[src/rtl/sa_ctrl_4_4.sv]
// sa_ctrl_4_4: sequencer for a 4x4 weight-stationary systolic array.
// Loads four weight rows from the top edge, then streams B columns into the
// left edge with a per-row skew. A valid tag follows each column through the
// array, and the bottom-edge outputs are captured and deskewed into one
// result column per accepted input column.
module sa_ctrl_4_4 #(
  parameter int DATA_WIDTH = 32,
  parameter int ARRAY_LAT  = 4
) (
  input  logic                    ctrl_clk,
  input  logic                    ctrl_rst_n,
  input  logic                    start,
  input  logic [3:0]              cfg_ncols,
  input  logic                    cfg_keep_w,
  input  logic                    w_valid,
  output logic                    w_ready,
  input  logic [4*DATA_WIDTH-1:0] w_data,
  input  logic                    a_valid,
  output logic                    a_ready,
  input  logic [4*DATA_WIDTH-1:0] a_data,
  output logic                    res_valid,
  output logic [4*DATA_WIDTH-1:0] res_data,
  output logic                    busy,
  output logic                    done,
  output logic                    array_mode,
  output logic [3:0]              array_en_up,
  output logic [4*DATA_WIDTH-1:0] array_data_up,
  output logic [3:0]              array_en_left,
  output logic [4*DATA_WIDTH-1:0] array_data_left,
  input  logic [4*DATA_WIDTH-1:0] array_data_down
);

  // Tag position k is high during the k-th cycle after a column's row-0 drive;
  // the last position feeds res_valid so it rises ARRAY_LAT+3 cycles after drive.
  localparam int TAG_LEN = ARRAY_LAT + 3;

  typedef enum logic [2:0] {
    S_IDLE,
    S_LOAD,
    S_SWITCH,
    S_STREAM,
    S_DRAIN
  } state_t;

  state_t               state_q, state_d;
  logic [3:0]           ncols_q, ncols_d;
  logic [1:0]           beat_cnt_q, beat_cnt_d;
  logic [3:0]           col_cnt_q, col_cnt_d;
  logic [TAG_LEN-1:0]   tag_q, tag_d;
  logic                 res_valid_q, res_valid_d;
  logic                 a_fire;

  // Next-state and handshake/array-edge outputs; everything defaults to idle values.
  always_comb begin
    state_d       = state_q;
    ncols_d       = ncols_q;
    beat_cnt_d    = beat_cnt_q;
    col_cnt_d     = col_cnt_q;
    w_ready       = 1'b0;
    a_ready       = 1'b0;
    a_fire        = 1'b0;
    busy          = 1'b1;
    done          = 1'b0;
    array_mode    = 1'b0;
    array_en_up   = 4'h0;
    array_data_up = '0;
    array_en_left = 4'h0;
    case (state_q)
      S_IDLE: begin
        busy = 1'b0;
        // A zero-column job has nothing to do, so it is not accepted at all.
        if (start && (cfg_ncols != 4'd0)) begin
          ncols_d    = cfg_ncols;
          beat_cnt_d = 2'd0;
          col_cnt_d  = 4'd0;
          state_d    = cfg_keep_w ? S_SWITCH : S_LOAD;
        end
      end
      S_LOAD: begin
        w_ready    = 1'b1;
        array_mode = 1'b1;
        if (w_valid) begin
          array_en_up   = 4'hF;
          array_data_up = w_data;
          beat_cnt_d    = beat_cnt_q + 2'd1;
          if (beat_cnt_q == 2'd3) begin
            state_d = S_SWITCH;
          end
        end
      end
      S_SWITCH: begin
        // One quiet cycle so the PEs see the mode change before any activation.
        state_d = S_STREAM;
      end
      S_STREAM: begin
        a_ready       = 1'b1;
        array_en_left = 4'hF;
        a_fire        = a_valid;
        if (a_valid) begin
          col_cnt_d = col_cnt_q + 4'd1;
          if ((col_cnt_q + 4'd1) == ncols_q) begin
            state_d = S_DRAIN;
          end
        end
      end
      S_DRAIN: begin
        array_en_left = 4'hF;
        // With no tag left in flight, the result being presented is the last one.
        if ((tag_q == '0) && res_valid_q) begin
          done    = 1'b1;
          state_d = S_IDLE;
        end
      end
      default: begin
        state_d = S_IDLE;
      end
    endcase
  end

  // Column valid tag walks alongside the data through skew, array and deskew.
  always_comb begin
    tag_d       = {tag_q[TAG_LEN-2:0], a_fire};
    res_valid_d = tag_q[TAG_LEN-1];
  end

  // Control state registers.
  always_ff @(posedge ctrl_clk or negedge ctrl_rst_n) begin
    if (!ctrl_rst_n) begin
      state_q     <= S_IDLE;
      ncols_q     <= 4'd0;
      beat_cnt_q  <= 2'd0;
      col_cnt_q   <= 4'd0;
      tag_q       <= '0;
      res_valid_q <= 1'b0;
    end else begin
      state_q     <= state_d;
      ncols_q     <= ncols_d;
      beat_cnt_q  <= beat_cnt_d;
      col_cnt_q   <= col_cnt_d;
      tag_q       <= tag_d;
      res_valid_q <= res_valid_d;
    end
  end

  assign res_valid = res_valid_q;

  // Input skew: row r passes through r+1 registers, so row r lags row 0 by r cycles.
  for (genvar gi = 0; gi < 4; gi++) begin : g_skew
    localparam int DEPTH = gi + 1;
    logic [DEPTH*DATA_WIDTH-1:0] sk_q, sk_d;
    logic [DATA_WIDTH-1:0]       sk_in;

    // Bubbles and drain cycles inject zeros.
    assign sk_in = a_fire ? a_data[DATA_WIDTH*gi +: DATA_WIDTH] : '0;

    if (DEPTH == 1) begin : g_one
      // Single stage: load the lane straight in.
      always_comb sk_d = sk_in;
    end else begin : g_chain
      // Shift the lane one stage deeper each cycle.
      always_comb sk_d = {sk_q[(DEPTH-1)*DATA_WIDTH-1:0], sk_in};
    end

    // Skew stage registers.
    always_ff @(posedge ctrl_clk or negedge ctrl_rst_n) begin
      if (!ctrl_rst_n) begin
        sk_q <= '0;
      end else begin
        sk_q <= sk_d;
      end
    end

    assign array_data_left[DATA_WIDTH*gi +: DATA_WIDTH] = sk_q[DEPTH*DATA_WIDTH-1 -: DATA_WIDTH];
  end

  // Output capture and deskew: lane c is captured when its tag copy says the
  // column has reached the bottom of column c, then held 3-c more cycles so
  // all four lanes line up with res_valid.
  for (genvar gi = 0; gi < 4; gi++) begin : g_deskew
    localparam int DEPTH = 4 - gi;
    logic [DEPTH*DATA_WIDTH-1:0] dk_q, dk_d;
    logic [DATA_WIDTH-1:0]       dk_in;

    assign dk_in = tag_q[ARRAY_LAT-1+gi] ? array_data_down[DATA_WIDTH*gi +: DATA_WIDTH] : '0;

    if (DEPTH == 1) begin : g_one
      // Rightmost column arrives last and needs only the capture stage.
      always_comb dk_d = dk_in;
    end else begin : g_chain
      // Capture stage followed by the remaining delay stages.
      always_comb dk_d = {dk_q[(DEPTH-1)*DATA_WIDTH-1:0], dk_in};
    end

    // Capture/deskew stage registers.
    always_ff @(posedge ctrl_clk or negedge ctrl_rst_n) begin
      if (!ctrl_rst_n) begin
        dk_q <= '0;
      end else begin
        dk_q <= dk_d;
      end
    end

    assign res_data[DATA_WIDTH*gi +: DATA_WIDTH] = dk_q[DEPTH*DATA_WIDTH-1 -: DATA_WIDTH];
  end

endmodule

[config.mk]
export PLATFORM = sky130hd
export DESIGN_NAME = sa_ctrl_4_4
export DESIGN_NICKNAME = d
export VERILOG_FILES = /design/src/rtl/sa_ctrl_4_4.sv
export SDC_FILE = /design/constraint.sdc
export NUM_CORES = 1
export LEC_CHECK = 0
export BUFFER_PORTS_ARGS = -buffer_cell sky130_fd_sc_hd__buf_2
export CELL_PAD_IN_SITES_DETAIL_PLACEMENT = 0
export CELL_PAD_IN_SITES_GLOBAL_PLACEMENT = 1
export CORE_AREA = 2 2 306 308
export CTS_CLUSTER_SIZE = 28
export DETAILED_ROUTE_END_ITERATION = 8
export DIE_AREA = 0 0 308 310
export PLACE_DENSITY = 0.59
export SLEW_MARGIN = 15
export SYNTH_ARGS = -nofsm -noshare
export SYNTH_HDL_FRONTEND = slang
export SYNTH_SLANG_ARGS = --single-unit
[constraint.sdc]
create_clock -name ctrl_clk -period 1.7 [get_ports ctrl_clk]
set_clock_uncertainty 0.2 [all_clocks]
set_input_delay 0.34 -clock ctrl_clk [delete_from_list [all_inputs] [get_ports ctrl_clk]]
set_output_delay 0.34 -clock ctrl_clk [all_outputs]
set_load 0.01 [all_outputs]
==> results.cfg, run 1 <==
[run_status]
status = complete, but fails checks
violations = negative setup slack

[floorplan]
ios = 792
start_util = 0.229
dieHeight_um = 310
rows = 112
dieArea_um2 = 95500
core_area_um2 = 92500
fp.dieW_um = 308

[synth]
synth_top_family_by_area = simple AND/OR/NAND/NOR gates
ys_seq_elements = 661
yosys.area_share.adder = 0.00118
synth_nets = 1769
synth_top_area_frac = 0.782
ys_seq_area_frac = 0.782
synth_async_sr_flop_share = 1.00
ys_top_cells_by_count = dfrtp_1 (661), and2_1 (258), buf_4 (201)
synth_warnings = 0
synth_area_um2 = 21200
synth_flop_cell = dfrtp_1
yosys-top-cells-area = dfrtp_1 (78%), and2_1 (7.6%), buf_4 (7.1%)
yosysTopAreaCell = dfrtp_1
synth.most_common_cell = dfrtp_1
synth_compound_area_frac = 0.00550
synth-edff-count = 0
avgSynthCellArea_um2 = 15.4
synth_xor_area_frac = 0.00290
synth.area.mux_share = 0
yosys.area_share.simple = 0.125
postSynthCellCount = 1373
synth_cell_types = 37

[routing]
drcViolationCount = 0
ant_nets = 0
drt_iter0_drc = 809
num_vias = 13800
firstDrtPassIters = 4
drt-total-wl_um = 77200
avgRoutedWirePerCell_um = 21.1
avgViaCountPerCell = 3.79

[sta]
finalSetupTns_ns = -127.25
hold_viol_final = 0
period_needed_ns = 2.61
max-slew-margin-rel = 0.678
max_freq_mhz = 382
tightest_slew_ns = 0.484
final-setup-viol-count = 244
period_share = 1.54
finalMaxSlewViolations = 0
final.setup.worst_slack_ns = -0.915
rsz0062_at_grt = yes

[placement]
hpwl_um = 57000
place_congestion = 1.01
placed_cells = 3181
port_buffers = 791

[critical_path]
cp_max_fo = 11
arrival_ns = 2.07
worstSetupStartpointType = flip-flop
cp.required_ns = 1.16
crit_type = reg -> out
cp-end-kind = output port

[clock_tree]
worstSkewPairLatency_ns = 0.61
cts_buffers = 72
clk_pin_slew_ns = 0.06
cts-root-buf = clkbuf_16
clock_path_buffers = 3
clock_sinks = 661
htreeDepth = 3
cts_tree = built

[cells_and_area]
syn2layout_area_growth_pct = 56.3
fin_nets = 2752
fill_cells = 8998
fin_cells = 3653
multi_input_area_um2 = 3320
regArea_um2 = 16500
final_layout_size_suffix_gt1_frac = 0.465
post-route-util = 0.357

[power_and_ir_drop]
p_sw_frac = 0.270
ir_worst_vdd_uv = 722
comb_power_share = 0.217
clock_power_share = 0.354
power_density_nw_per_um2 = 1410
p_int_mw = 34.0
p_leak_nw = 17.2
seq_power_share = 0.430
power.total_mw = 46.6
switchingPower_mw = 12.6

[global_route]
antenna_found_initial = 71
grt_max_degree = 88
grt_pass1_wl_um = 105000
grt_overflow = 0
grt_usage = 0.155
grt_pass1_vias = 15200

[run]
cap_violations = 0

[min_path]
hold_path_class = in -> reg
cell usage in the layout (no fill, tap or decap), types with 3 or more instances in the layout:
cell type	Yosys	layout
nand3_1	3	3
and3_1	114	59
clkinvlp_4	0	4
and2_4	0	5
and2_1	258	253
buf_6	1	167
xor2_1	3	3
o21ai_0	5	3
clkbuf_16	0	80
dfrtp_1	661	660
buf_16	0	5
inv_6	0	7
clkbuf_8	0	14
buf_8	0	3
nor2_4	0	3
diode_2	0	41
clkinv_2	0	9
and3_2	14	9
buf_12	0	26
buf_4	201	54
clkinv_4	0	3
dlygate4sd3_1	0	265
o21ai_1	1	3
clkbuf_1	35	9
buf_2	2	637
nand2_1	25	21
and3_4	0	60
bufinv_16	0	8
area by class of cell:
| class | count | share of cell area |
|---|---|---|
| antenna | 41 | 0.00310 |
| inverter | 4 | 0.000833 |
| clock inverter | 36 | 0.0146 |
| timing repair buffer | 1164 | 0.273 |
| tap | 1197 | 0.0453 |
| sequential | 661 | 0.500 |
| clock buffer | 97 | 0.0629 |
| multi-input combinational | 453 | 0.100 |
worst paths after layout:
| check | from | endpoint | slack, ns | cells after the start |
|---|---|---|---|---|
| worst max-delay path | state_q[2] | array_data_up[20] | -0.91 | 6 |
| worst min-delay path | w_valid | beat_cnt_q[1] | 0.05 | 4 |
| worst max register to register | state_q[2] | beat_cnt_q[0] | -0.16 | 8 |
| worst min register to register | g_deskew[2].dk_q[17] | g_deskew[2].dk_q[49] | 0.13 | 0 |
| max in group asynchronous | ctrl_rst_n | g_deskew[1].dk_q[71] | 0.20 | 3 |
| min in group asynchronous | ctrl_rst_n | g_skew[2].sk_q[18] | 0.23 | 3 |
what timing repair did:
action | CTS | global route
hold buffers | 265 | 0
pin swaps | 27 | 19
gates resized for setup | 279 | 71
cloned | 7 | 6
endpoints found under the hold margin | 774 | 0
buffers inserted | 18 | 11
setup endpoints to repair | 289 | 427
critical path, stage by stage, from the launching register on:
cell and delay, ns:
dfrtp_1 0.42, nor3b_4 0.28, buf_12 0.15, buf_12 0.15, clkbuf_16 0.17, and3_1 0.16, buf_2 0.13
layer usage:
layer	track usage	wire length, um	part of all wire
met1	0.165	27700	0.36
met4	0.0753	3800	0.049
met5	0	123	0.0016
met2	0.275	39900	0.52
met3	0.0516	5680	0.074
power by group through the flow:
stage | sequential [mW] | combinational (mW) | clock (mW)
after CTS | 20.1 | 9.76 | 17.0
after global placement | 20.1 | 7.29 | 0
final | 20.0 | 10.1 | 16.5
after global routing | 20.3 | 10.9 | 17.7
after floorplan | 20.0 | 4.36 | 0
after detailed placement | 20.2 | 7.32 | 0
per-stage QoR:
stage / instance area (um^2) / hold WS, ns / setup WS (ns)
final: 33100 / 0.0476 / -0.915
after global routing: 33000 / 0.0526 / -0.988
after CTS: 32500 / 0.000923 / -0.945
after detailed placement: 25800 / 0.0473 / -0.257
after global placement: 25800 / 0.0486 / -0.227
after floorplan: 21300 / -0.156 / -0.0888
cells by family (layout without fill, tap and decap cells):
family                   count (synthesis)  count (layout)
adder cells (fa/ha/maj)                  2               2
XOR/XNOR                                 7               7
other                                    0              41
flip-flops                             661             661
buffers and inverters                  259            1301
AND/OR/NAND/NOR                        427             427
AO/OA/AOI/OAI                           17              17
registers in the layout (all words and copies together) (netlist names):
name / count
beat_cnt_q: 2
g_deskew.dk_q: 320
state_q: 3
col_cnt_q: 4
ncols_q: 4
res_valid: 1
tag_q: 7
g_skew.sk_q: 320
Power figures use the tool's default switching activity.
==> inputs of run 2 (changes only) <==
- GPL_TIMING_DRIVEN: unset -> 0
- RECOVER_POWER: unset -> 25
==> run 2 against run 1 <==
Compared with the run above: the run ends with negative hold slack, negative setup slack left; final cell count rose by 0.99%; clock power is 4% lower; sequential power is essentially flat; count of clock-buffer cells in the layout grew 8; utilization increased by 2.0 points; worst hold slack got worse by 0.31 ns; register-to-register slack lost 0.15 ns; global-route usage grew 0.49 points; critical endpoint is now array_data_up[90].
==> results.cfg, run 2 (synthesis results as in run 1) <==
[clock_tree]
cts_tree = built
cts_buffers = 74
clock_sinks = 661
cts-root-buf = clkbuf_16
clock_path_buffers = 3
htreeDepth = 3
worstSkewPairLatency_ns = 0.61
clk_pin_slew_ns = 0.06
cts_hold_buf = 264

[global_route]
use_met3 = 0.0570
grt_usage = 0.160
grt_use_met2 = 0.294
grt_overflow = 0
antenna_found_initial = 68
grt_pass1_vias = 15300
grt_pass1_wl_um = 109000
grt_max_degree = 95
grt-busiest-layer = met2
met1_usage = 0.162

[power_and_ir_drop]
ir_worst_vdd_uv = 830
power_density_nw_per_um2 = 1390
p_leak_nw = 17.6
power.total_mw = 48.5

[floorplan]
rows = 112
dieArea_um2 = 95500
fp.dieW_um = 308
start_util = 0.229
ios = 792
core_area_um2 = 92500
dieHeight_um = 310

[sta]
final.setup.worst_slack_ns = -0.928
final-setup-viol-count = 493
whs_ns = -0.258
hold_viol_final = 76
period_needed_ns = 2.63
tightest_slew_ns = 1.08
max-slew-margin-rel = 0.281
period_share = 1.55
rsz0062_at_grt = yes
finalMaxSlewViolations = 0
max_freq_mhz = 381

[routing]
avgViaCountPerCell = 3.83
avgRoutedWirePerCell_um = 21.8
firstDrtPassIters = 4
num_vias = 14100
drt-total-wl_um = 80500
drt_iter0_drc = 516
ant_nets = 0
drcViolationCount = 0

[critical_path]
critical-path-slowest-cell = dfrtp_2
slowest_delay_ns = 0.45
cp.required_ns = 1.16
cp_max_fo = 5
worstSetupStartpointType = flip-flop
crit_type = reg -> out
cp-end-kind = output port
cp_cell_sequence = nor3b_4, buf_12, clkbuf_16, buf_8, and3_4, buf_6
arrival_ns = 2.09

[placement]
pre_cts_ws_ns = -1.09
place_congestion = 0.927
hpwl_um = 59600
port_buffers = 791

[run_status]
violations = negative hold slack, negative setup slack
status = complete, but fails checks

[cells_and_area]
fin_nets = 2781
final_common_cell = dfrtp_1
fill_cells = 8826
final_layout_size_suffix_gt1_frac = 0.521
largestRegisters = g_deskew.dk_q x320, g_skew.sk_q x320, tag_q x7
post-route-util = 0.378
syn2layout_area_growth_pct = 65.1
most-common-layout-cells = dfrtp_1 (653), buf_2 (464), buf_6 (346)

[min_path]
hold_path_class = in -> async

[run]
cap_violations = 0
==> run 2: power breakdown <==
group | total [mW] | internal (mW) | switching (mW)
registers | 20.3 | 18.9 | 1.34
clock network | 15.9 | 9.34 | 6.56
logic | 12.4 | 7.06 | 5.31
total | 48.5 | 35.3 | 13.2
==> run 2: path summary, 6_finish.rpt <==
kind | slack [ns] | from | cells past startpoint | to
max | -0.93 | state_q[2] | 6 | array_data_up[90]
min in group ctrl_clk | 0.12 | cfg_ncols[2] | 5 | state_q[0]
min | -0.26 | ctrl_rst_n | 1 | g_deskew[1].dk_q[81]
min reg2reg | 0.13 | g_skew[3].sk_q[93] | 0 | g_skew[3].sk_q[125]
max in group asynchronous | -0.29 | ctrl_rst_n | 5 | state_q[2]
max reg2reg | -0.31 | state_q[0] | 10 | g_skew[1].sk_q[24]
==> run 2: cell type report <==
type,instances,area [um^2],share of cell area
diodes,47,118,0.00337
plain buffers,61,729,0.0209
clock buffers,105,2170,0.0622
clock inverters,31,320,0.00917
inverters,4,25.0,0.000717
multi-input cells,453,3750,0.107
flip-flops and latches,661,16600,0.474
well taps,1197,1500,0.0429
repair buffers,1130,9760,0.279
==> run 2: through the flow <==
stage / TNS, ns / cells / cell area [um^2]
global route: -309.29 / 3665 / 34900
detailed placement: -368.44 / 3368 / 27000
finish: -184.91 / 3689 / 34900
global placement: -8815.78 / 3361 / 26800
floorplan: -8.67 / 1373 / 21300
CTS: -138.92 / 3612 / 33700
==> run 2: worst max-delay path: cells and delay by family, from the launching register on <==
family        cells  cell delay [ns]
simple gates      2             0.46
buf+inv           4             0.57
flops             1             0.45
==> run 2: layer usage <==
metal  routed length, um  share of wire  up-vias
li1                    -              -     6233
met1               27400           0.34     7128
met2               43100           0.54      581
met3                6140          0.076      164
met4                3730          0.046       10
met5                  61        0.00076        -
==> run 2: what timing repair did <==
action | 4_1_cts | 5_1_grt
setup buffers | 18 | 21
pin swaps | 32 | 165
resized for setup | 598 | 261
gates cloned | 18 | 14
endpoints found under the setup margin | 651 | 539
hold endpoints to repair | 488 | 225
